--- src/rtl/imem_loader_pkg.sv ---
// Shared types for the imem byte-stream loader: FSM state encoding and length validation.
package imem_loader_pkg;

    typedef enum logic [2:0] {
        StIdle  = 3'd0,
        StLenLo = 3'd1,
        StLenHi = 3'd2,
        StData  = 3'd3,
        StChk   = 3'd4,
        StDone  = 3'd5,
        StErr   = 3'd6
    } state_e;

    localparam int unsigned BytesPerWord = 4;

    // An image length is usable only if it is non-zero and fits in imem.
    function automatic logic len_bad(input logic [15:0] n, input int unsigned depth);
        return (n == 16'd0) || (32'(n) > depth);
    endfunction

endpackage

--- src/rtl/imem_loader_if.sv ---
// Byte-stream input and imem write port of the loader, bundled for connection.
interface imem_loader_if #(
    parameter int unsigned ADDR_WIDTH = 8
);
    logic [7:0]            rx_data;
    logic                  rx_valid;
    logic                  rx_ready;
    logic                  imem_we;
    logic [ADDR_WIDTH-1:0] imem_addr;
    logic [31:0]           imem_wdata;

    modport slave (
        input  rx_data, rx_valid,
        output rx_ready, imem_we, imem_addr, imem_wdata
    );

    modport master (
        output rx_data, rx_valid,
        input  rx_ready, imem_we, imem_addr, imem_wdata
    );
endinterface

--- src/rtl/imem_loader_word_asm.sv ---
// Little-endian word assembler: collects four bytes and flags the byte that completes a word.
module imem_loader_word_asm (
    input  logic        clk,
    input  logic        reset,
    input  logic        clear,
    input  logic        byte_valid,
    input  logic [7:0]  byte_data,
    output logic        word_valid,
    output logic [31:0] word_data
);
    logic [1:0]  cnt_q;
    logic [23:0] part_q;

    always_ff @(posedge clk) begin
        if (reset || clear) begin
            cnt_q  <= '0;
            part_q <= '0;
        end else if (byte_valid) begin
            cnt_q  <= cnt_q + 2'd1;
            part_q <= {byte_data, part_q[23:8]};
        end
    end

    // The completed word is presented combinationally on the cycle its last byte arrives.
    always_comb begin
        word_valid = byte_valid && (cnt_q == 2'd3);
        word_data  = {byte_data, part_q};
    end

endmodule

--- src/rtl/imem_loader.sv ---
// Program loader: frames LEN_LO, LEN_HI, payload into imem writes and holds the CPU in reset
// until a valid image is in place. Define IMEM_LOADER_CHECKSUM_EN for a trailing XOR byte.
module imem_loader
    import imem_loader_pkg::*;
#(
    parameter int unsigned ADDR_WIDTH = 8
) (
    input  logic                clk,
    input  logic                reset,
    input  logic                start,
    imem_loader_if.slave        bus,
    output logic                cpu_reset,
    output logic                done,
    output logic                error,
    output logic [ADDR_WIDTH:0] word_count
);
    localparam int unsigned DEPTH = 2 ** ADDR_WIDTH;

    state_e              state_q;
    logic [7:0]          len_lo_q;
    logic [ADDR_WIDTH:0] len_q;
    logic                rx_fire;
    logic                start_fire;
    logic                final_write;
    logic                asm_valid;
    logic                word_valid;
    logic [31:0]         word_data;
    logic [15:0]         len_in;

    always_comb begin
        rx_fire     = bus.rx_valid && bus.rx_ready;
        start_fire  = start && (state_q inside {StIdle, StDone, StErr});
        len_in      = {bus.rx_data, len_lo_q};
        // The write cycle of the last word: any byte accepted here is past the payload.
        final_write = (state_q == StData) && bus.imem_we && (word_count == len_q);
        asm_valid   = rx_fire && (state_q == StData) && !final_write;
    end

    imem_loader_word_asm u_word_asm (
        .clk        (clk),
        .reset      (reset),
        .clear      (start_fire),
        .byte_valid (asm_valid),
        .byte_data  (bus.rx_data),
        .word_valid (word_valid),
        .word_data  (word_data)
    );

`ifdef IMEM_LOADER_CHECKSUM_EN
    logic [7:0] chk_q;

    always_ff @(posedge clk) begin
        if (reset || start_fire) begin
            chk_q <= '0;
        end else if (asm_valid) begin
            chk_q <= chk_q ^ bus.rx_data;
        end
    end
`endif

    always_ff @(posedge clk) begin
        if (reset) begin
            state_q        <= StIdle;
            bus.rx_ready   <= 1'b0;
            bus.imem_we    <= 1'b0;
            bus.imem_addr  <= '0;
            bus.imem_wdata <= '0;
            cpu_reset      <= 1'b1;
            done           <= 1'b0;
            error          <= 1'b0;
            word_count     <= '0;
            len_lo_q       <= '0;
            len_q          <= '0;
        end else begin
            bus.imem_we <= 1'b0;
            unique case (state_q)
                StIdle, StDone, StErr: begin
                    if (start) begin
                        state_q      <= StLenLo;
                        bus.rx_ready <= 1'b1;
                        cpu_reset    <= 1'b1;
                        done         <= 1'b0;
                        error        <= 1'b0;
                        word_count   <= '0;
                    end
                end
                StLenLo: begin
                    if (rx_fire) begin
                        len_lo_q <= bus.rx_data;
                        state_q  <= StLenHi;
                    end
                end
                StLenHi: begin
                    if (rx_fire) begin
                        if (len_bad(len_in, DEPTH)) begin
                            state_q      <= StErr;
                            bus.rx_ready <= 1'b0;
                            error        <= 1'b1;
                        end else begin
                            state_q <= StData;
                            len_q   <= (ADDR_WIDTH + 1)'(len_in);
                        end
                    end
                end
                StData: begin
                    if (word_valid) begin
                        bus.imem_we    <= 1'b1;
                        bus.imem_addr  <= word_count[ADDR_WIDTH-1:0];
                        bus.imem_wdata <= word_data;
                        word_count     <= word_count + 1'b1;
                    end
                    if (final_write) begin
`ifdef IMEM_LOADER_CHECKSUM_EN
                        // A checksum byte arriving back-to-back with the last word is judged now.
                        if (rx_fire) begin
                            bus.rx_ready <= 1'b0;
                            if (bus.rx_data == chk_q) begin
                                state_q   <= StDone;
                                done      <= 1'b1;
                                cpu_reset <= 1'b0;
                            end else begin
                                state_q <= StErr;
                                error   <= 1'b1;
                            end
                        end else begin
                            state_q <= StChk;
                        end
`else
                        state_q      <= StDone;
                        bus.rx_ready <= 1'b0;
                        done         <= 1'b1;
                        cpu_reset    <= 1'b0;
`endif
                    end
                end
`ifdef IMEM_LOADER_CHECKSUM_EN
                StChk: begin
                    if (rx_fire) begin
                        bus.rx_ready <= 1'b0;
                        if (bus.rx_data == chk_q) begin
                            state_q   <= StDone;
                            done      <= 1'b1;
                            cpu_reset <= 1'b0;
                        end else begin
                            state_q <= StErr;
                            error   <= 1'b1;
                        end
                    end
                end
`endif
                default: begin
                    state_q      <= StIdle;
                    bus.rx_ready <= 1'b0;
                end
            endcase
        end
    end

endmodule

--- src/flat_wrapper.sv ---
// flat-port wrapper written by rule: the top's interface ports become plain ports
module imem_loader_flat import imem_loader_pkg::*;
#(
    parameter int unsigned ADDR_WIDTH = 8
)
  (clk, reset, start, cpu_reset, done, error, word_count, bus_rx_data, bus_rx_valid, bus_rx_ready, bus_imem_we, bus_imem_addr, bus_imem_wdata);
  imem_loader_if #(.ADDR_WIDTH(ADDR_WIDTH)) bus_i ();
  input  logic clk;
  input  logic reset;
  input  logic start;
  output logic cpu_reset;
  output logic done;
  output logic error;
  output logic [ADDR_WIDTH:0] word_count;
  input wire logic [$bits(bus_i.rx_data)-1:0] bus_rx_data;
  input wire logic [$bits(bus_i.rx_valid)-1:0] bus_rx_valid;
  output wire logic [$bits(bus_i.rx_ready)-1:0] bus_rx_ready;
  output wire logic [$bits(bus_i.imem_we)-1:0] bus_imem_we;
  output wire logic [$bits(bus_i.imem_addr)-1:0] bus_imem_addr;
  output wire logic [$bits(bus_i.imem_wdata)-1:0] bus_imem_wdata;
  assign bus_i.rx_data = bus_rx_data;
  assign bus_i.rx_valid = bus_rx_valid;
  assign bus_rx_ready = bus_i.rx_ready;
  assign bus_imem_we = bus_i.imem_we;
  assign bus_imem_addr = bus_i.imem_addr;
  assign bus_imem_wdata = bus_i.imem_wdata;
  imem_loader #(.ADDR_WIDTH(ADDR_WIDTH)) u_core (.clk(clk), .reset(reset), .start(start), .bus(bus_i), .cpu_reset(cpu_reset), .done(done), .error(error), .word_count(word_count));
endmodule
--- config.mk ---
export PLATFORM = sky130hd
export DESIGN_NAME = imem_loader_flat
export DESIGN_NICKNAME = d
export VERILOG_FILES = /design/src/rtl/imem_loader_pkg.sv /design/src/rtl/imem_loader_if.sv /design/src/rtl/imem_loader_word_asm.sv /design/src/rtl/imem_loader.sv /design/src/flat_wrapper.sv
export SDC_FILE = /design/constraint.sdc
export NUM_CORES = 1
export LEC_CHECK = 0
export ABC_AREA = 1
export CAP_MARGIN = 20
export CORE_UTILIZATION = 48
export CTS_CLUSTER_SIZE = 40
export DETAILED_ROUTE_END_ITERATION = 8
export PLACE_DENSITY = 0.76
export SLEW_MARGIN = 20
export SYNTH_ARGS = -nofsm -noshare
export SYNTH_HDL_FRONTEND = slang
export SYNTH_SLANG_ARGS = --single-unit
--- constraint.sdc ---
create_clock -name clk -period 1.7 [get_ports clk]
set_clock_uncertainty 0.1 [all_clocks]
set_input_delay 0.17 -clock clk [delete_from_list [all_inputs] [get_ports clk]]
set_output_delay 0.17 -clock clk [all_outputs]
set_load 0.01 [all_outputs]
Yosys cells after proc, flatten, opt, wreduce, memory -nomap -nowiden:

Index checks and enable logic that the tools add are counted.

* register bits: 100
* output and inout bits: 54
* input port bits: 12

* bitwise logic cells: 3
* muxes and demuxes: 22
* $lt $le $gt $ge: 1
* reductions and logical operators: 25
* equality and inequality tests: 13
* $add $sub $neg: 2

Operators by type and width (count)
* $mux 9: 2
* $pmux 9 s2: 1
* $gt 16x9->1 const B: 1
* $logic_not 16->1: 1
* $mux 3: 5
* $pmux 3 s4: 1
* $add 9x1->9 const B: 1
* $eq 9x9->1: 1
* $mux 1: 9
* $reduce_and 3->1: 3
* $ne 2x1->1 const B: 4
* $reduce_and 4->1: 2
* $logic_and 1x1->1: 7
* $eq 3x2->1 const B: 2
* $eq 3x3->1 const B: 2
* $pmux 1 s2: 3
* $reduce_and 5->1: 1
* $ne 2x2->1 const B: 2
* $pmux 1 s4: 1
* $reduce_and 2->1: 2
* $reduce_bool 2->1: 2
* $eq 3x1->1 const B: 1
* $logic_not 3->1: 1
* $not 1->1: 3
* other kinds (7): 8

Logic depth before layout (Yosys ltp):

Gate-level depths: netlist of run 1.

* word-level depth: 8
* mapped depth: 13
* depth with buffers taken out: 13

Modules after synthesis:

A second synthesis of run 1 with hierarchy kept.

* cell total of the unflattened synthesis: 650
* area, all modules: 4404.2 um2

Modules (own cells, without submodules)
* imem_loader: instances 1, cells each 475, area each 3241.9 um2
* imem_loader_word_asm: instances 1, cells each 175, area each 1162.4 um2

Worst setup path before layout of run 1:

Ideal clock, no wire load.

* path kind: reg-to-reg
* from: register u_core.word_count[5]
* to: register u_core.bus.imem_wdata[21]
* path slack: 50 ps
* clock period less this slack: 1650 ps
* arrival time: 1427 ps
* data required time: 1477 ps
* buffers on the path: 1
* stages on the path, launching flop included: 11
* cells stage by stage: dfxtp_1 inv_1 nand2_1 nand3_1 nor2_1 nand3_4 nand3_4 inv_4 buf_6 o21ai_1 a21oi_1

* longest elaborated chain between the ends: 6

Ends and longest elaborated chain
* start, declared: RTL line imem_loader.sv:15 `output logic [ADDR_WIDTH:0] word_count`
* start signal, assigned: RTL line imem_loader.sv:110 `word_count <= word_count + 1'b1;`
* $eq 9x9->1: RTL line imem_loader.sv:35 `final_write = (state_q == StData) && bus.imem_we && (word_count == len_q);`
* $logic_and 1x1->1: RTL line imem_loader.sv:35
* $logic_not 1->1: RTL line imem_loader.sv:36 `asm_valid = rx_fire && (state_q == StData) && !final_write;`
* $logic_and 1x1->1: RTL line imem_loader.sv:36
* $logic_and 1x1->1: RTL line imem_loader_word_asm.sv:26 `word_valid = byte_valid && (cnt_q == 2'd3);`
* $reduce_and 2->1 (no source line)
* end signal, assigned: RTL line imem_loader.sv:109 `bus.imem_wdata <= word_data;`
* end, declared: RTL line imem_loader_if.sv:14 `output rx_ready, imem_we, imem_addr, imem_wdata`

Every way passes these cells.
A chain may end at the register's enable or synchronous reset.

Worst setup path in the final report of run 1:

* from: register u_core.word_count[7]
* to: register u_core.bus.imem_wdata[29]

Same word-level chain as after synthesis.

==> results_dict.tcl, run 1 <==
set metrics [dict create \
    hold_path_depth 3 \
    fmax_mhz 585 \
    required_ns 1.86 \
    layout-drive-gt1-share_pct 25.2 \
    core.rowCount 33 \
    final_common_cell "nand2_1" \
    yosysTopAreaCellShare_pct 49.2 \
    h-tree-depth 3 \
    synth_area_um2 4070 \
    period_share_pct 101 \
    ff2ff_path_depth 12 \
    setup_viol 1 \
    rsz0062_at_grt "yes" \
    switchingPower_mw 2.02 \
    path_clk_slew_ns 0.10 \
    synth_seq_cells 100 \
    hold_buffers 0 \
    internal_power_mw 3.93 \
    wl_per_cell_um 14.5 \
    synth-edff-count 0 \
    hold_viol 0 \
    final_cell_mix "nand2_1 (103), a21oi_1 (87), dfxtp_1 (85)" \
    hpwl_um 7200 \
    final_core_util_pct 69.3 \
    port_buffers 65 \
    ys_dominant_reg_cell "dfxtp_1" \
    leakagePower_nw 2.23 \
    cts_buffers 9 \
    timing.rr.end "u_core.bus.imem_wdata[29]" \
    pre_cts_ws_ns -0.332 \
    grt_max_degree 34 \
    grt_pass1_wl_um 16700 \
    yosysWarnings 0 \
    route.detailed.drc 0 \
    crit_path_end_kind "flip-flop" \
    die_y_um 94.0 \
    p_per_area_nw_per_um2 1050 \
    swShare_pct 34.0 \
    synth-seq-area-share_pct 49.2 \
    grt_pass1_vias 3513 \
    yosysTopAreaCell "dfxtp_1" \
    ant_nets 0 \
    overflow 0 \
    pwr-share-seq_pct 43.9 \
    hold-path-endpoint "u_core.bus.imem_wdata[25]" \
    antenna_found_initial 0 \
    yosysUniqueCellTypes 32 \
    r2r-start "u_core.word_count[7]" \
    final_net_count 655 \
    tightest_slew_ns 0.385 \
    die_x_um 94.0 \
    cp_max_fo 15 \
    syn_to_final_growth_pct 39.9 \
    coreArea_um2 8220 \
    cts-root-buf "clkbuf_8" \
    cts.sink_count 100 \
    synth_area_leaders "dfxtp_1 (49%), a21oi_1 (12%), nand2_1 (11%)" \
    period_minus_slack_ns 1.71 \
    gp_congestion 0.843 \
    drt_pass1_iterations 4 \
    syn_area_per_cell_um2 7.70 \
    drv_slew 0 \
    vias 3918 \
    cts_tree "done" \
    hp-start "bus_rx_data[1]" \
    initial_core_util_pct 49.5 \
    clk_latency_ns 0.36 \
    dieArea_um2 8840 \
    pwr-share-comb_pct 30.3 \
    ys_async_sr_fraction_pct 0 \
    hold_class "input pin to flip-flop" \
    maxCapViolations 0 \
    setup_slack_ns -0.00858 \
    status "finished with violations" \
    pwr-share-clk_pct 25.7 \
    ioPinCount 66 \
    viasPerCell 5.22 \
    ir_drop_uv 598 \
    slew_headroom_pct 74.3 \
    synth_fp_nets 542 \
    start_kind "flip-flop" \
    n_antenna_cell 0 \
    worstSetupPathType "flip-flop to flip-flop" \
    r2r_setup_slack_ns -0.009 \
    syn_inst 528 \
    wirelength_um 10900 \
    clockBufferDepth 2 \
    arrival_ns 1.87 \
    violations "setup timing" \
    track_usage_pct 24.2 \
    drt-initial-drc-count 194 \
]
worst max-delay path, cell delays in order (launching register included):
cell	delay (ns)
dfxtp_4	0.39
inv_4	0.04
nand2_2	0.04
nand2_1	0.05
inv_1	0.05
nand2_1	0.05
nor2_2	0.15
nand3_4	0.12
nand3_4	0.16
inv_6	0.08
buf_12	0.16
o21ai_1	0.13
a21oi_1	0.06
power by group through the flow:
stage	combinational [mW]	sequential (mW)	clock, mW
after floorplan	0.831	2.67	0
after global placement	1.48	2.63	0
after detailed placement	1.52	2.63	0
after CTS	1.54	2.59	1.56
after global routing	1.97	2.63	1.65
final	1.81	2.61	1.53
metal layers:
metal | part of all wire [%] | wire [um] | GRT usage [%]
met5 | 0 | 0 | 0
met4 | 1.9 | 208 | 8.33
met3 | 4.2 | 459 | 3.56
met2 | 49 | 5290 | 39.5
met1 | 45 | 4930 | 32.7
through the flow:
stage | instances | setup TNS (ns) | cell area (um2) | total power, mW | hold slack [ns]
finish | 751 | -0.00858 | 5690 | 5.95 | 0.326
global route | 751 | -4.42 | 5690 | 6.25 | 0.356
CTS | 739 | 0 | 5350 | 5.68 | 0.316
detailed placement | 721 | -5.41 | 5110 | 4.16 | 0.345
global placement | 721 | -3.96 | 5110 | 4.11 | 0.335
floorplan | 528 | 0 | 4070 | 3.50 | 0.213
synth_stat cells (2+ instances only):
master    instances
buf_4             5
o21ai_0          39
nor2_4            2
nand2_2           3
nor3_1            2
nor2_1           35
inv_1            45
nand3_2           4
buf_6             6
buf_2             6
inv_2             3
clkbuf_1          8
o21ai_1          16
nand3_4           2
nand2_1         115
nand3_1          23
a211oi_1          2
xnor2_1           2
xor2_1            2
ha_1              2
nand4_1           2
dfxtp_1         100
a21oi_1          95
flip-flops by register name, summed over array words and instances, names as in the netlist:
name	cells
u_core.bus.imem_addr	8
u_core.bus.imem_wdata	32
u_core.bus.imem_we	1
u_core.bus.rx_ready	1
u_core.cpu_reset	1
u_core.done	1
u_core.error	1
u_core.len_lo_q	8
u_core.len_q	9
u_core.state_q	3
u_core.u_word_asm.cnt_q	2
u_core.u_word_asm.part_q	24
u_core.word_count	9
repair_timing:
item,in CTS,in global routing
endpoints found under the setup margin,74,90
buffers inserted,2,8
cloned,0,4
resized for setup,9,89
pin swaps,1,17
kinds of logic after synthesis:
family | share of synthesized area (%)
and+or+nand+nor | 21.6
AOI/OAI and AO/OA | 18.8
DFF | 49.2
buffers and inverters | 8.83
xor gates and xnor gates | 0.862
adders and majority gates | 0.615
worst max path at each step:
stage	end	start	cells after the start
finish	u_core.bus.imem_wdata[29]	u_core.word_count[7]	12
global placement	u_core.len_q[0]	bus_rx_data[4]	9
floorplan	u_core.bus.imem_wdata[21]	u_core.word_count[5]	10
CTS	word_count[8]	u_core.word_count[8]	2
detailed placement	u_core.len_q[3]	bus_rx_data[4]	9
global route	u_core.bus.imem_wdata[29]	u_core.len_q[7]	10
cell type report:
type,instances,area (um2)
fillers,664,2530
flip-flops and latches,100,2030
multi-input cells,353,1860
repair buffers,127,1250
inverters,49,201
clock buffers,11,151
well taps,105,131
clock inverters,5,50.0
repair inverters,1,6.26
Note: power is estimated with default switching activity, not from simulation.
==> inputs of run 2 (changes only) <==
--- a/config.mk
+++ b/config.mk
@@ -12,2 +12,3 @@
 export DETAILED_ROUTE_END_ITERATION = 8
+export GPL_TIMING_DRIVEN = 0
 export PLACE_DENSITY = 0.76
--- a/constraint.sdc
+++ b/constraint.sdc
@@ -4,2 +4,2 @@
 set_output_delay 0.17 -clock clk [all_outputs]
-set_load 0.01 [all_outputs]
+set_load 0.05 [all_outputs]
==> run 2 against run 1 <==
Effect of this change: the run still ends with setup timing left; largest cell class is now multi-input combinational cells; core utilization increased by 3.0 points; combinational power increased by 14%; critical path depth unchanged; flip-flop and latch count unchanged; power increased by 3.8%; sequential share of layout area decreased by 1.2 points; fmax decreased by 6.5%; cell area increased by 4.3%; global-route usage increased by 2.6 points; critical path type unchanged; clock power decreased by 5%; routed wire length increased by 18%; sequential power increased by 2%.
==> results_dict.tcl, run 2 (synthesis results as in run 1) <==
set metrics [dict create \
    n_antenna_cell 0 \
    worstSetupPathType "flip-flop to flip-flop" \
    final_cell_mix "nand2_1 (94), dfxtp_1 (85), a21oi_1 (77)" \
    grt_pass1_wl_um 18300 \
    drv_slew 0 \
    largest-register "u_core.bus.imem_wdata" \
    cts.sink_count 100 \
    syn_to_final_growth_pct 46.0 \
    initial_core_util_pct 49.5 \
    tightest_slew_ns 0.723 \
    ioPinCount 66 \
    drt-initial-drc-count 365 \
    ant_nets 0 \
    setup_viol 49 \
    route.detailed.drc 0 \
    maxCapViolations 0 \
    port_buffers 64 \
    cp_max_fo 10 \
    required_ns 1.86 \
    clk_latency_ns 0.37 \
    crit_path_end_kind "flip-flop" \
    viasPerCell 5.59 \
    arrival_ns 1.98 \
    cts-root-buf "clkbuf_8" \
    path_clk_slew_ns 0.10 \
    largest_register_ffs 32 \
    hold_class "input pin to flip-flop" \
    multiInputGateArea_um2 2100 \
    worst_hold_slack_ns 0.0635 \
    clockBufferDepth 2 \
    final-seq-area_um2 2050 \
    gp_congestion 0.873 \
    period_share_pct 108 \
    cts_buffers 9 \
    setup_slack_ns -0.128 \
    wl_per_cell_um 16.9 \
    ff2ff_path_depth 12 \
    hold-path-endpoint "u_core.bus.imem_wdata[31]" \
    nFillCells 569 \
    rsz0062_at_grt "yes" \
    ir_drop_uv 563 \
    final_common_cell "nand2_1" \
    r2r-start "u_core.word_count[5]" \
    grt_pass1_vias 3777 \
    die_x_um 94.0 \
    r2r_setup_slack_ns -0.13 \
    h-tree-depth 3 \
    slew_headroom_pct 51.8 \
    period_minus_slack_ns 1.83 \
    fmax_mhz 547 \
    violations "setup timing" \
    hold_viol 0 \
    hp-start "bus_rx_data[7]" \
    start_kind "flip-flop" \
    antenna_found_initial 0 \
    drt_pass1_iterations 5 \
    status "finished with violations" \
    hpwl_um 7320 \
    total_power_mw 6.17 \
    grt_max_degree 18 \
    top_regs "u_core.bus.imem_wdata (32), u_core.u_word_asm.part_q (24)" \
    vias 4245 \
    wirelength_um 12800 \
    die_y_um 94.0 \
    coreArea_um2 8220 \
    overflow 0 \
    core.rowCount 33 \
    leakagePower_nw 2.53 \
    track_usage_pct 26.9 \
    p_per_area_nw_per_um2 1040 \
    dieArea_um2 8840 \
    hold_path_depth 3 \
    layout-drive-gt1-share_pct 31.2 \
    cts_tree "done" \
    final_net_count 663 \
    timing.rr.end "u_core.u_word_asm.part_q[20]" \
]
==> run 2: cell types whose count changed in the layout (fill, tap and decap cells not counted), sizes merged <==
| cell | delta |
|---|---|
| inv | -3 |
| clkinvlp | +1 |
| clkdlybuf4s50 | -53 |
| nand3 | +1 |
| dlymetal6s2s | -2 |
| clkbuf | +8 |
| dlygate4sd2 | +54 |
| clkinv | +2 |
==> run 2: worst max-delay path by stage <==
stage,startpoint,depth (start not counted),to,slack (ns)
5_1_grt,u_core.word_count[1],11,u_core.word_count[2],-0.21
3_5_place_dp,bus_rx_data[7],10,u_core.len_q[5],-0.42
2_1_floorplan,u_core.word_count[4],11,u_core.bus.imem_wdata[10],0.007
3_3_place_gp,bus_rx_data[7],10,u_core.len_q[5],-0.38
4_1_cts,u_core.word_count[5],12,u_core.word_count[2],-0.04
6_report,u_core.word_count[5],12,u_core.u_word_asm.part_q[20],-0.13
==> run 2: power breakdown <==
group | internal [mW] | switching (mW) | total, mW
Sequential | 2.50 | 0.166 | 2.66
Combinational | 0.705 | 1.35 | 2.06
Clock | 0.590 | 0.863 | 1.45
==> run 2: layout make-up <==
class	count	area share [%]
Timing Repair Buffer	110	17.6
Tap cell	105	2.21
Inverter	49	3.48
Buffer	24	3.50
Sequential cell	100	34.5
Clock buffer	11	2.38
Clock inverter	5	0.822
Multi-Input combinational cell	354	35.4
Timing Repair inverter	1	0.105
==> run 2: timing repair <==
action                     4_1_cts  5_1_grt
hold buffers                     0        0
cloned                           6        3
pin swaps                       15       20
gates resized for setup        129       97
buffers inserted                25       14
setup endpoints to repair      137       99
==> run 2: stage by stage <==
step	worst slack, ns	cell area, um2	setup TNS, ns	instances	utilization [%]
after floorplan	0.00682	4100	0	528	-
after global placement	-0.376	4870	-15.68	697	59.3
after detailed placement	-0.423	4870	-17.33	697	59.3
after CTS	-0.0380	5430	-0.115	742	66.1
after global routing	-0.206	5940	-8.32	759	72.2
final	-0.128	5940	-2.04	759	72.2
==> run 2: critical path, stage by stage (launching register included) <==
cell and delay [ns]:
dfxtp_4 0.37, inv_4 0.06, nor2_1 0.06, nor2_1 0.15, nand2_2 0.08, nor2_4 0.10, nand3_4 0.10, buf_4 0.17
nand2_4 0.11, inv_4 0.06, buf_6 0.14, o21ai_1 0.15, a21oi_1 0.07
==> run 2: per-layer routing <==
metal | track usage [%] | vias up | share of wire [%]
met4 | 8.21 | 0 | 3.0
met3 | 5.50 | 52 | 9.0
met1 | 36.7 | 1970 | 40
li1 | - | 1974 | -
met5 | 0 | - | 0
met2 | 42.6 | 249 | 48
